==> src/rtl/sp_ram_pkg.sv <==
// Shared types and constants for the single-port RAM arbiter.
// Owner encoding, default widths, perf counter width and helper.
package sp_ram_pkg;

  localparam int DEF_MEM_WIDTH  = 24;
  localparam int DEF_ADDR_WIDTH = 8;
  localparam int PERF_CNT_W     = 16;

  typedef enum logic [1:0] {
    OWN_NONE = 2'd0,
    OWN_A    = 2'd1,
    OWN_B    = 2'd2
  } owner_e;

  function automatic logic [PERF_CNT_W-1:0] sat_inc(
    input logic [PERF_CNT_W-1:0] v
  );
    return (&v) ? v : v + 1'b1;
  endfunction

endpackage

==> src/rtl/sp_ram_rr_arbiter_if.sv <==
// Per-requester access port: valid/ready request plus response strobe.
// master = requester side, slave = arbiter side.
interface sp_ram_rr_arbiter_if
  import sp_ram_pkg::*;
#(
  parameter int AW = DEF_ADDR_WIDTH,
  parameter int DW = DEF_MEM_WIDTH
);
  logic          valid;
  logic          ready;
  logic          we;
  logic [AW-1:0] addr;
  logic [DW-1:0] wdata;
  logic          rsp_valid;

  modport master (
    output valid, we, addr, wdata,
    input  ready, rsp_valid
  );

  modport slave (
    input  valid, we, addr, wdata,
    output ready, rsp_valid
  );
endinterface

==> src/rtl/sp_ram_rr_grant.sv <==
// Two-way round-robin grant with its priority pointer.
// Pointer flips to the losing side after every grant.
module sp_ram_rr_grant (
  input  logic clk,
  input  logic rst_n,
  input  logic a_valid,
  input  logic b_valid,
  output logic gnt_a,
  output logic gnt_b
);

  logic ptr_b;

  // grant decode: lone requester wins, pointer breaks ties
  always_comb begin
    gnt_a = 1'b0;
    gnt_b = 1'b0;
    unique case (1'b1)
      (a_valid && (!b_valid || !ptr_b)): gnt_a = 1'b1;
      (b_valid && (!a_valid ||  ptr_b)): gnt_b = 1'b1;
      default: ;
    endcase
  end

  // pointer moves to the non-granted side, holds when idle
  always_ff @(posedge clk or negedge rst_n) begin
    if (!rst_n) begin
      ptr_b <= 1'b0;
    end else if (gnt_a) begin
      ptr_b <= 1'b1;
    end else if (gnt_b) begin
      ptr_b <= 1'b0;
    end
  end

endmodule

==> src/rtl/sp_ram_rr_arbiter.sv <==
// Round-robin front end sharing one read-first single-port RAM.
// Optional perf counters: define SP_RAM_ARB_PERF_CNT_EN.
module sp_ram_rr_arbiter
  import sp_ram_pkg::*;
#(
  parameter int MEM_WIDTH  = DEF_MEM_WIDTH,
  parameter int ADDR_WIDTH = DEF_ADDR_WIDTH
) (
  input  logic                  clk,
  input  logic                  rst_n,
  sp_ram_rr_arbiter_if.slave    a,
  sp_ram_rr_arbiter_if.slave    b,
  output logic [MEM_WIDTH-1:0]  rsp_rdata,
  output logic                  ram_we,
  output logic [ADDR_WIDTH-1:0] ram_addr,
  output logic [MEM_WIDTH-1:0]  ram_din,
  input  logic [MEM_WIDTH-1:0]  ram_dout
`ifdef SP_RAM_ARB_PERF_CNT_EN
  ,
  input  logic                  cnt_clr,
  output logic [PERF_CNT_W-1:0] a_grant_cnt,
  output logic [PERF_CNT_W-1:0] b_grant_cnt,
  output logic [PERF_CNT_W-1:0] conflict_cnt
`endif
);

  logic   gnt_a;
  logic   gnt_b;
  logic   we_sel;
  owner_e own_d;
  owner_e own_q;

  sp_ram_rr_grant u_grant (
    .clk     (clk),
    .rst_n   (rst_n),
    .a_valid (a.valid),
    .b_valid (b.valid),
    .gnt_a   (gnt_a),
    .gnt_b   (gnt_b)
  );

  assign a.ready = gnt_a;
  assign b.ready = gnt_b;

  // steer the granted request onto the RAM, zeros when idle
  always_comb begin
    we_sel   = 1'b0;
    ram_addr = '0;
    ram_din  = '0;
    own_d    = OWN_NONE;
    unique case (1'b1)
      gnt_a: begin
        we_sel   = a.we;
        ram_addr = a.addr;
        ram_din  = a.wdata;
        own_d    = OWN_A;
      end
      gnt_b: begin
        we_sel   = b.we;
        ram_addr = b.addr;
        ram_din  = b.wdata;
        own_d    = OWN_B;
      end
      default: ;
    endcase
  end

  // reset must never corrupt memory contents
  assign ram_we = we_sel & rst_n;

  // remember who owns the word the RAM returns next cycle
  always_ff @(posedge clk or negedge rst_n) begin
    if (!rst_n) begin
      own_q <= OWN_NONE;
    end else begin
      own_q <= own_d;
    end
  end

  assign a.rsp_valid = rst_n && (own_q == OWN_A);
  assign b.rsp_valid = rst_n && (own_q == OWN_B);
  assign rsp_rdata   = ram_dout;

`ifdef SP_RAM_ARB_PERF_CNT_EN
  logic [PERF_CNT_W-1:0] a_cnt_q;
  logic [PERF_CNT_W-1:0] b_cnt_q;
  logic [PERF_CNT_W-1:0] c_cnt_q;

  // saturating grant and contention counters, clear wins
  always_ff @(posedge clk or negedge rst_n) begin
    if (!rst_n) begin
      a_cnt_q <= '0;
      b_cnt_q <= '0;
      c_cnt_q <= '0;
    end else if (cnt_clr) begin
      a_cnt_q <= '0;
      b_cnt_q <= '0;
      c_cnt_q <= '0;
    end else begin
      if (gnt_a) a_cnt_q <= sat_inc(a_cnt_q);
      if (gnt_b) b_cnt_q <= sat_inc(b_cnt_q);
      if (a.valid && b.valid) c_cnt_q <= sat_inc(c_cnt_q);
    end
  end

  assign a_grant_cnt  = a_cnt_q;
  assign b_grant_cnt  = b_cnt_q;
  assign conflict_cnt = c_cnt_q;
`endif

endmodule

==> src/flat_wrapper.sv <==
// flat-port wrapper written by rule: the top's interface ports become plain ports
module sp_ram_rr_arbiter_flat import sp_ram_pkg::*;
#(
  parameter int MEM_WIDTH  = DEF_MEM_WIDTH,
  parameter int ADDR_WIDTH = DEF_ADDR_WIDTH
)
  (clk, rst_n, rsp_rdata, ram_we, ram_addr, ram_din, ram_dout, a_valid, a_we, a_addr, a_wdata, a_ready, a_rsp_valid, b_valid, b_we, b_addr, b_wdata, b_ready, b_rsp_valid);
  sp_ram_rr_arbiter_if #(.AW((8)), .DW((24))) a_i ();
  sp_ram_rr_arbiter_if #(.AW((8)), .DW((24))) b_i ();
  input  logic clk;
  input  logic rst_n;
  output logic [MEM_WIDTH-1:0] rsp_rdata;
  output logic ram_we;
  output logic [ADDR_WIDTH-1:0] ram_addr;
  output logic [MEM_WIDTH-1:0] ram_din;
  input  logic [MEM_WIDTH-1:0] ram_dout;
  input wire logic [$bits(a_i.valid)-1:0] a_valid;
  input wire logic [$bits(a_i.we)-1:0] a_we;
  input wire logic [$bits(a_i.addr)-1:0] a_addr;
  input wire logic [$bits(a_i.wdata)-1:0] a_wdata;
  output wire logic [$bits(a_i.ready)-1:0] a_ready;
  output wire logic [$bits(a_i.rsp_valid)-1:0] a_rsp_valid;
  input wire logic [$bits(b_i.valid)-1:0] b_valid;
  input wire logic [$bits(b_i.we)-1:0] b_we;
  input wire logic [$bits(b_i.addr)-1:0] b_addr;
  input wire logic [$bits(b_i.wdata)-1:0] b_wdata;
  output wire logic [$bits(b_i.ready)-1:0] b_ready;
  output wire logic [$bits(b_i.rsp_valid)-1:0] b_rsp_valid;
  assign a_i.valid = a_valid;
  assign a_i.we = a_we;
  assign a_i.addr = a_addr;
  assign a_i.wdata = a_wdata;
  assign a_ready = a_i.ready;
  assign a_rsp_valid = a_i.rsp_valid;
  assign b_i.valid = b_valid;
  assign b_i.we = b_we;
  assign b_i.addr = b_addr;
  assign b_i.wdata = b_wdata;
  assign b_ready = b_i.ready;
  assign b_rsp_valid = b_i.rsp_valid;
  sp_ram_rr_arbiter #(.MEM_WIDTH(MEM_WIDTH), .ADDR_WIDTH(ADDR_WIDTH)) u_core (.clk(clk), .rst_n(rst_n), .a(a_i), .b(b_i), .rsp_rdata(rsp_rdata), .ram_we(ram_we), .ram_addr(ram_addr), .ram_din(ram_din), .ram_dout(ram_dout));
endmodule
==> config.mk <==
export PLATFORM = sky130hd
export DESIGN_NAME = sp_ram_rr_arbiter_flat
export DESIGN_NICKNAME = d
export VERILOG_FILES = /design/src/rtl/sp_ram_pkg.sv /design/src/rtl/sp_ram_rr_arbiter_if.sv /design/src/rtl/sp_ram_rr_grant.sv /design/src/rtl/sp_ram_rr_arbiter.sv /design/src/flat_wrapper.sv
export SDC_FILE = /design/constraint.sdc
export NUM_CORES = 1
export LEC_CHECK = 0
export BUFFER_PORTS_ARGS = -buffer_cell sky130_fd_sc_hd__clkbuf_2
export CORE_AREA = 2 2 59 61
export CTS_CLUSTER_SIZE = 14
export DETAILED_ROUTE_END_ITERATION = 8
export DIE_AREA = 0 0 61 63
export PLACE_DENSITY = 0.78
export SLEW_MARGIN = 20
export SYNTH_ARGS = -nofsm -noshare
export SYNTH_HDL_FRONTEND = slang
export SYNTH_SLANG_ARGS = --single-unit
==> constraint.sdc <==
create_clock -name clk -period 1.5 [get_ports clk]
set_input_delay 0.15 -clock clk [delete_from_list [all_inputs] [get_ports clk]]
set_output_delay 0.15 -clock clk [all_outputs]
set_load 0.005 [all_outputs]
==> flow_summary.yaml, run 1 <==
yosys:
  ys_seq_elements: 3
  syn_nets: 170
  syn_area_um2: 673.1
  synthDistinctLibCells: 14
  synth_fa_ha_area_share_pct: 0
  avgSynthCellArea_um2: 8.857
  netlist_instances: 76
  synth_compound_area_share_pct: 49.26
  synth_seq_area_share_pct: 11.15
  synthXorXnorAreaFrac_pct: 0
  synth_top_family_by_area: "compound AO/OA/AOI/OAI gates"
  synth_simple_gate_area_share_pct: 3.903
  ys_warn_count: 0
  muxShareOfSynthArea_pct: 0
floorplanning:
  fp.dieH_um: 63
  placeableCoreArea_um2: 3232
  initial_core_util_pct: 20.83
  die_w_um: 61
  rows: 21
  die-area_um2: 3843
  ios: 155
routing:
  viasPerCell: 4.545
  routed_wl_mm: 3.239
  wl_per_cell_um: 15.35
  antenna_left: 0
  vias: 959
  drt-pass1-iter-count: 3
  drtIter0Drc: 54
  drc: 0
place:
  numPlacedInstances: 201
  gp_congestion: 0.7558
  dp_slack_ns: 0.1937
  place_area_um2: 1072
  io_buffers: 106
timing:
  post-route-period-util_pct: 104.8
  drv_slew: 0
  finalHoldViolCount: 0
  tns_ns: -1.597
  worst_pin_slew_ns: 0.1583
  rsz0062_at_grt: "true"
  timing.hold.ws_ns: 0.1834
  fin_ws_ns: -0.07267
  maxSlewHeadroom_pct: 89.42
  fin_crit_ns: 1.573
  setup_viol: 33
  fmax_mhz: 635.9
  clock_skew_ns: 0.008091
power:
  leakage_nw: 0.7409
  ir_drop_mv: 0.5448
  powerDensity_nw_per_um2: 571.2
  p_total_mw: 0.6919
hold_path:
  worstHoldStart: "b_valid"
  hold_path.class: "in2reg"
  worstHoldPathCells: 2
  worstHoldEndpoint: "u_core.u_grant.ptr_b$_DFFE_PN0P_"
layout:
  final_nets: 260
  fin_cells: 211
  utilization_pct: 37.48
  antenna_cells: 0
  layout_common_cells: "86 x clkbuf_2, 32 x a22o_1, 20 x buf_2, 3 x clkbuf_4, 3 x buf_12"
  design_area_um2: 1211
  drive_gt1_share_pct: 73.94
  syn2layout_area_growth_pct: 79.93
  final_common_cell: "clkbuf_2"
cts:
  cts_made_buffers: 3
  cts.htree.levels: 1
  clock_path_buffers: 2
  clk_pin_slew_ns: 0.04
  clk_latency_ns: 0.24
  cts_root_buffer: "clkbuf_4"
  cts_tree: "built"
  cts_sinks: 3
global_routing:
  grt_pass1_wl_mm: 3.891
  grt_max_degree: 34
  grt_usage_pct: 13.10
  grt_pass1_vias: 867
  overflow: 0
  antenna_found_initial: 0
critical_path:
  endpoint_kind: "output pin"
  critPathKind: "reg2out"
  r2r_cells: 3
  crit_arrival_ns: 1.42
  reg2reg_to: "u_core.own_q[1]$_DFF_PN0_"
  r2r-start: "u_core.u_grant.ptr_b$_DFFE_PN0P_"
  r2r_setup_slack_ns: 0.61
  cp_max_fo: 9
  crit_required_ns: 1.35
  start_kind: "flop"
run:
  drv_cap: 0
outcome:
  violations: "setup timing"
  status: "finished with violations"
==> repair_timing <==
action	CTS	global route
gates cloned	0	3
hold endpoints to repair	3	0
hold buffers	1	0
endpoints found under the setup margin	32	33
resized for setup	0	23
buffers inserted	1	1
pin swaps	0	10
==> report_power, final <==
part | internal [mW] | switching (mW)
sequential | 0.0907 | 0.00971
clock | 0.100 | 0.0465
combinational | 0.265 | 0.180
total | 0.456 | 0.236
==> worst max path at each step <==
stage,slack (ns),to,startpoint
global placement,0.23,ram_din[3],u_core.u_grant.ptr_b$_DFFE_PN0P_
global route,-0.11,ram_din[11],u_core.u_grant.ptr_b$_DFFE_PN0P_
floorplan,0.34,ram_din[10],u_core.u_grant.ptr_b$_DFFE_PN0P_
finish,-0.07,ram_din[3],u_core.u_grant.ptr_b$_DFFE_PN0P_
CTS,-0.05,ram_din[3],u_core.u_grant.ptr_b$_DFFE_PN0P_
detailed placement,0.19,ram_din[3],u_core.u_grant.ptr_b$_DFFE_PN0P_
==> worst max-delay path, stage by stage, from the launching register on <==
cell and delay (ns):
dfrtp_2 0.44, a21boi_4 0.20, buf_12 0.15, buf_12 0.13, a22o_1 0.15, clkbuf_2 0.12
==> state kept, by name (all words and copies together) (netlist names) <==
signal	count
u_core.own_q	2
u_core.u_grant.ptr_b	1
==> cell families after synthesis <==
kind of cell / Yosys count
DFF: 3
buffers and inverters: 31
and+or+nand+nor: 5
AOI/OAI and AO/OA: 37
==> final cells by class <==
class                      count  area [um^2]
fill                         343         2021
timing repair buffer         115        676.9
multi-input combinational     42        370.4
sequential                     3        76.32
tap                           46        57.56
clock buffer                   4        26.28
inverter                       1        3.754
==> Yosys cell counts <==
library cell	count	area, um^2
a22o_1	32	280.3
buf_4	27	202.7
buf_6	3	33.78
dfrtp_1	3	75.07
nor2_1	2	7.510
a21boi_0	1	7.510
a21boi_2	1	11.26
a21boi_4	1	18.77
a21oi_1	1	5.000
a31o_1	1	8.760
and3_1	1	6.260
and3b_1	1	8.760
inv_2	1	3.750
nand2_1	1	3.750
==> layer usage <==
layer	track usage, %	vias up	share of wire [%]
met4	0.8152	0	0.74
met3	3.934	4	11
li1	-	449	-
met5	0	-	0
met1	12.89	420	36
met2	26.48	86	51
Power figures use the tool's default switching activity.
==> run 2, diff against run 1 <==
- PLACE_DENSITY: 0.78 -> 0.76
- TNS_END_PERCENT: not set -> 100
==> run 2 against run 1 <==
  * The run now ends clean
  * Critical path depth shrank 1
  * Fmax increased by 4.9%
  * Die area stayed put
  * Wire length is 0.37% lower
  * Global-route usage grew 2.8 points
  * Via count up 0.73%
  * Register-to-register slack is essentially flat
  * Clock power decreased by 7%
  * Largest cell class unchanged
==> flow_summary.yaml, run 2 (synthesized netlist as in run 1, its figures left out) <==
outcome:
  status: "finished clean"
critical_path:
  critPathKind: "reg2out"
  crit_arrival_ns: 1.35
  start_kind: "flop"
  cp_max_fo: 21
  crit_required_ns: 1.35
  endpoint_kind: "output pin"
cts:
  cts_sinks: 3
  cts_root_buffer: "clkbuf_4"
  cts_tree: "built"
  cts.htree.levels: 1
  cts_made_buffers: 3
  clock_path_buffers: 2
  clk_latency_ns: 0.23
  clk_pin_slew_ns: 0.03
global_routing:
  antenna_found_initial: 0
  overflow: 0
  grt_usage_pct: 15.87
  grt_max_degree: 22
  grt_pass1_wl_mm: 4.450
  grt_pass1_vias: 949
power:
  powerDensity_nw_per_um2: 567.9
  ir_drop_mv: 0.3317
  leakage_nw: 0.7027
  p_total_mw: 0.6374
timing:
  worst_pin_slew_ns: 0.1875
  maxSlewHeadroom_pct: 87.43
  clock_skew_ns: 0.001480
  tns_ns: 0
  fin_crit_ns: 1.499
  rsz0062_at_grt: "true"
  post-route-period-util_pct: 99.93
  drv_slew: 0
  timing.hold.ws_ns: 0.1628
  finalHoldViolCount: 0
  setup_viol: 0
  fmax_mhz: 667.2
floorplanning:
  die-area_um2: 3843
  fp.dieH_um: 63
  initial_core_util_pct: 20.83
  rows: 21
  placeableCoreArea_um2: 3232
  ios: 155
  die_w_um: 61
layout:
  final_common_cell: "clkbuf_2"
  antenna_cells: 0
  drive_gt1_share_pct: 72.22
  syn2layout_area_growth_pct: 66.73
  largest_reg_flops: 2
  top_regs: "u_core.own_q (2), u_core.u_grant.ptr_b (1)"
  layout_common_cells: "96 x clkbuf_2, 32 x a22o_1, 10 x buf_2, 3 x clkbuf_4, 3 x dfrtp_1"
  regMostFlops: "u_core.own_q"
  final_nets: 257
run:
  drv_cap: 0
routing:
  routed_wl_mm: 3.227
  drc: 0
  wl_per_cell_um: 15.51
  drtIter0Drc: 28
  drt-pass1-iter-count: 4
  antenna_left: 0
  viasPerCell: 4.644
  vias: 966
hold_path:
  hold_path.class: "in2reg"
place:
  gp_congestion: 0.8567
  post-dp-hpwl_mm: 2.822
  io_buffers: 106
[run 2: critical path, stage by stage (launching register included)]
cell and delay [ns]:
dfrtp_1 0.40, a21boi_2 0.21, buf_6 0.22, a22o_1 0.16, buf_2 0.12
[run 2: final cells by class]
cell class | count | area [um^2]
clock buffers | 4 | 26.28
fillers | 359 | 2110
inverters | 1 | 3.754
multi-input cells | 42 | 357.8
flip-flops and latches | 3 | 75.07
well taps | 46 | 57.56
repair buffers | 112 | 601.8
[run 2: through the flow]
stage / utilization (%) / setup slack (ns) / area [um^2] / instances
after floorplan: - / 0.3431 / 673.1 / 76
after global placement: 33.02 / 0.1846 / 1067 / 202
after detailed placement: 33.02 / 0.1680 / 1067 / 202
after CTS: 34.61 / 0.001345 / 1119 / 208
after global routing: 34.73 / -0.1004 / 1122 / 208
final: 34.73 / 0.001116 / 1122 / 208
[run 2: timing repair]
item	in CTS	in global routing
hold endpoints to repair	3	0
hold buffers	1	0
pin swaps	0	0
buffers inserted	1	0
endpoints found under the setup margin	33	33
gates resized for setup	2	11
[run 2: worst paths after layout]
path	from	end	slack [ns]	cells past startpoint
setup / recovery	u_core.u_grant.ptr_b$_DFFE_PN0P_	ram_addr[1]	0.001	4
hold / removal	b_valid	u_core.u_grant.ptr_b$_DFFE_PN0P_	0.16	2
setup reg to reg	u_core.u_grant.ptr_b$_DFFE_PN0P_	u_core.own_q[1]$_DFF_PN0_	0.60	3
hold reg to reg	u_core.u_grant.ptr_b$_DFFE_PN0P_	u_core.u_grant.ptr_b$_DFFE_PN0P_	0.62	2
max in group asynchronous	rst_n	u_core.u_grant.ptr_b$_DFFE_PN0P_	1.08	2
min in group asynchronous	rst_n	u_core.own_q[1]$_DFF_PN0_	0.28	2
[run 2: routing by layer]
layer	GRT usage, %	routed length, um
met4	1.630	0
met2	33.06	1760
met3	6.211	448
met5	0	0
met1	13.52	1019
[run 2: power by group]
group          internal (mW)  switching (mW)
Combinational          0.231           0.173
Sequential            0.0901         0.00638
Clock                 0.0994          0.0379
Total                  0.420           0.217
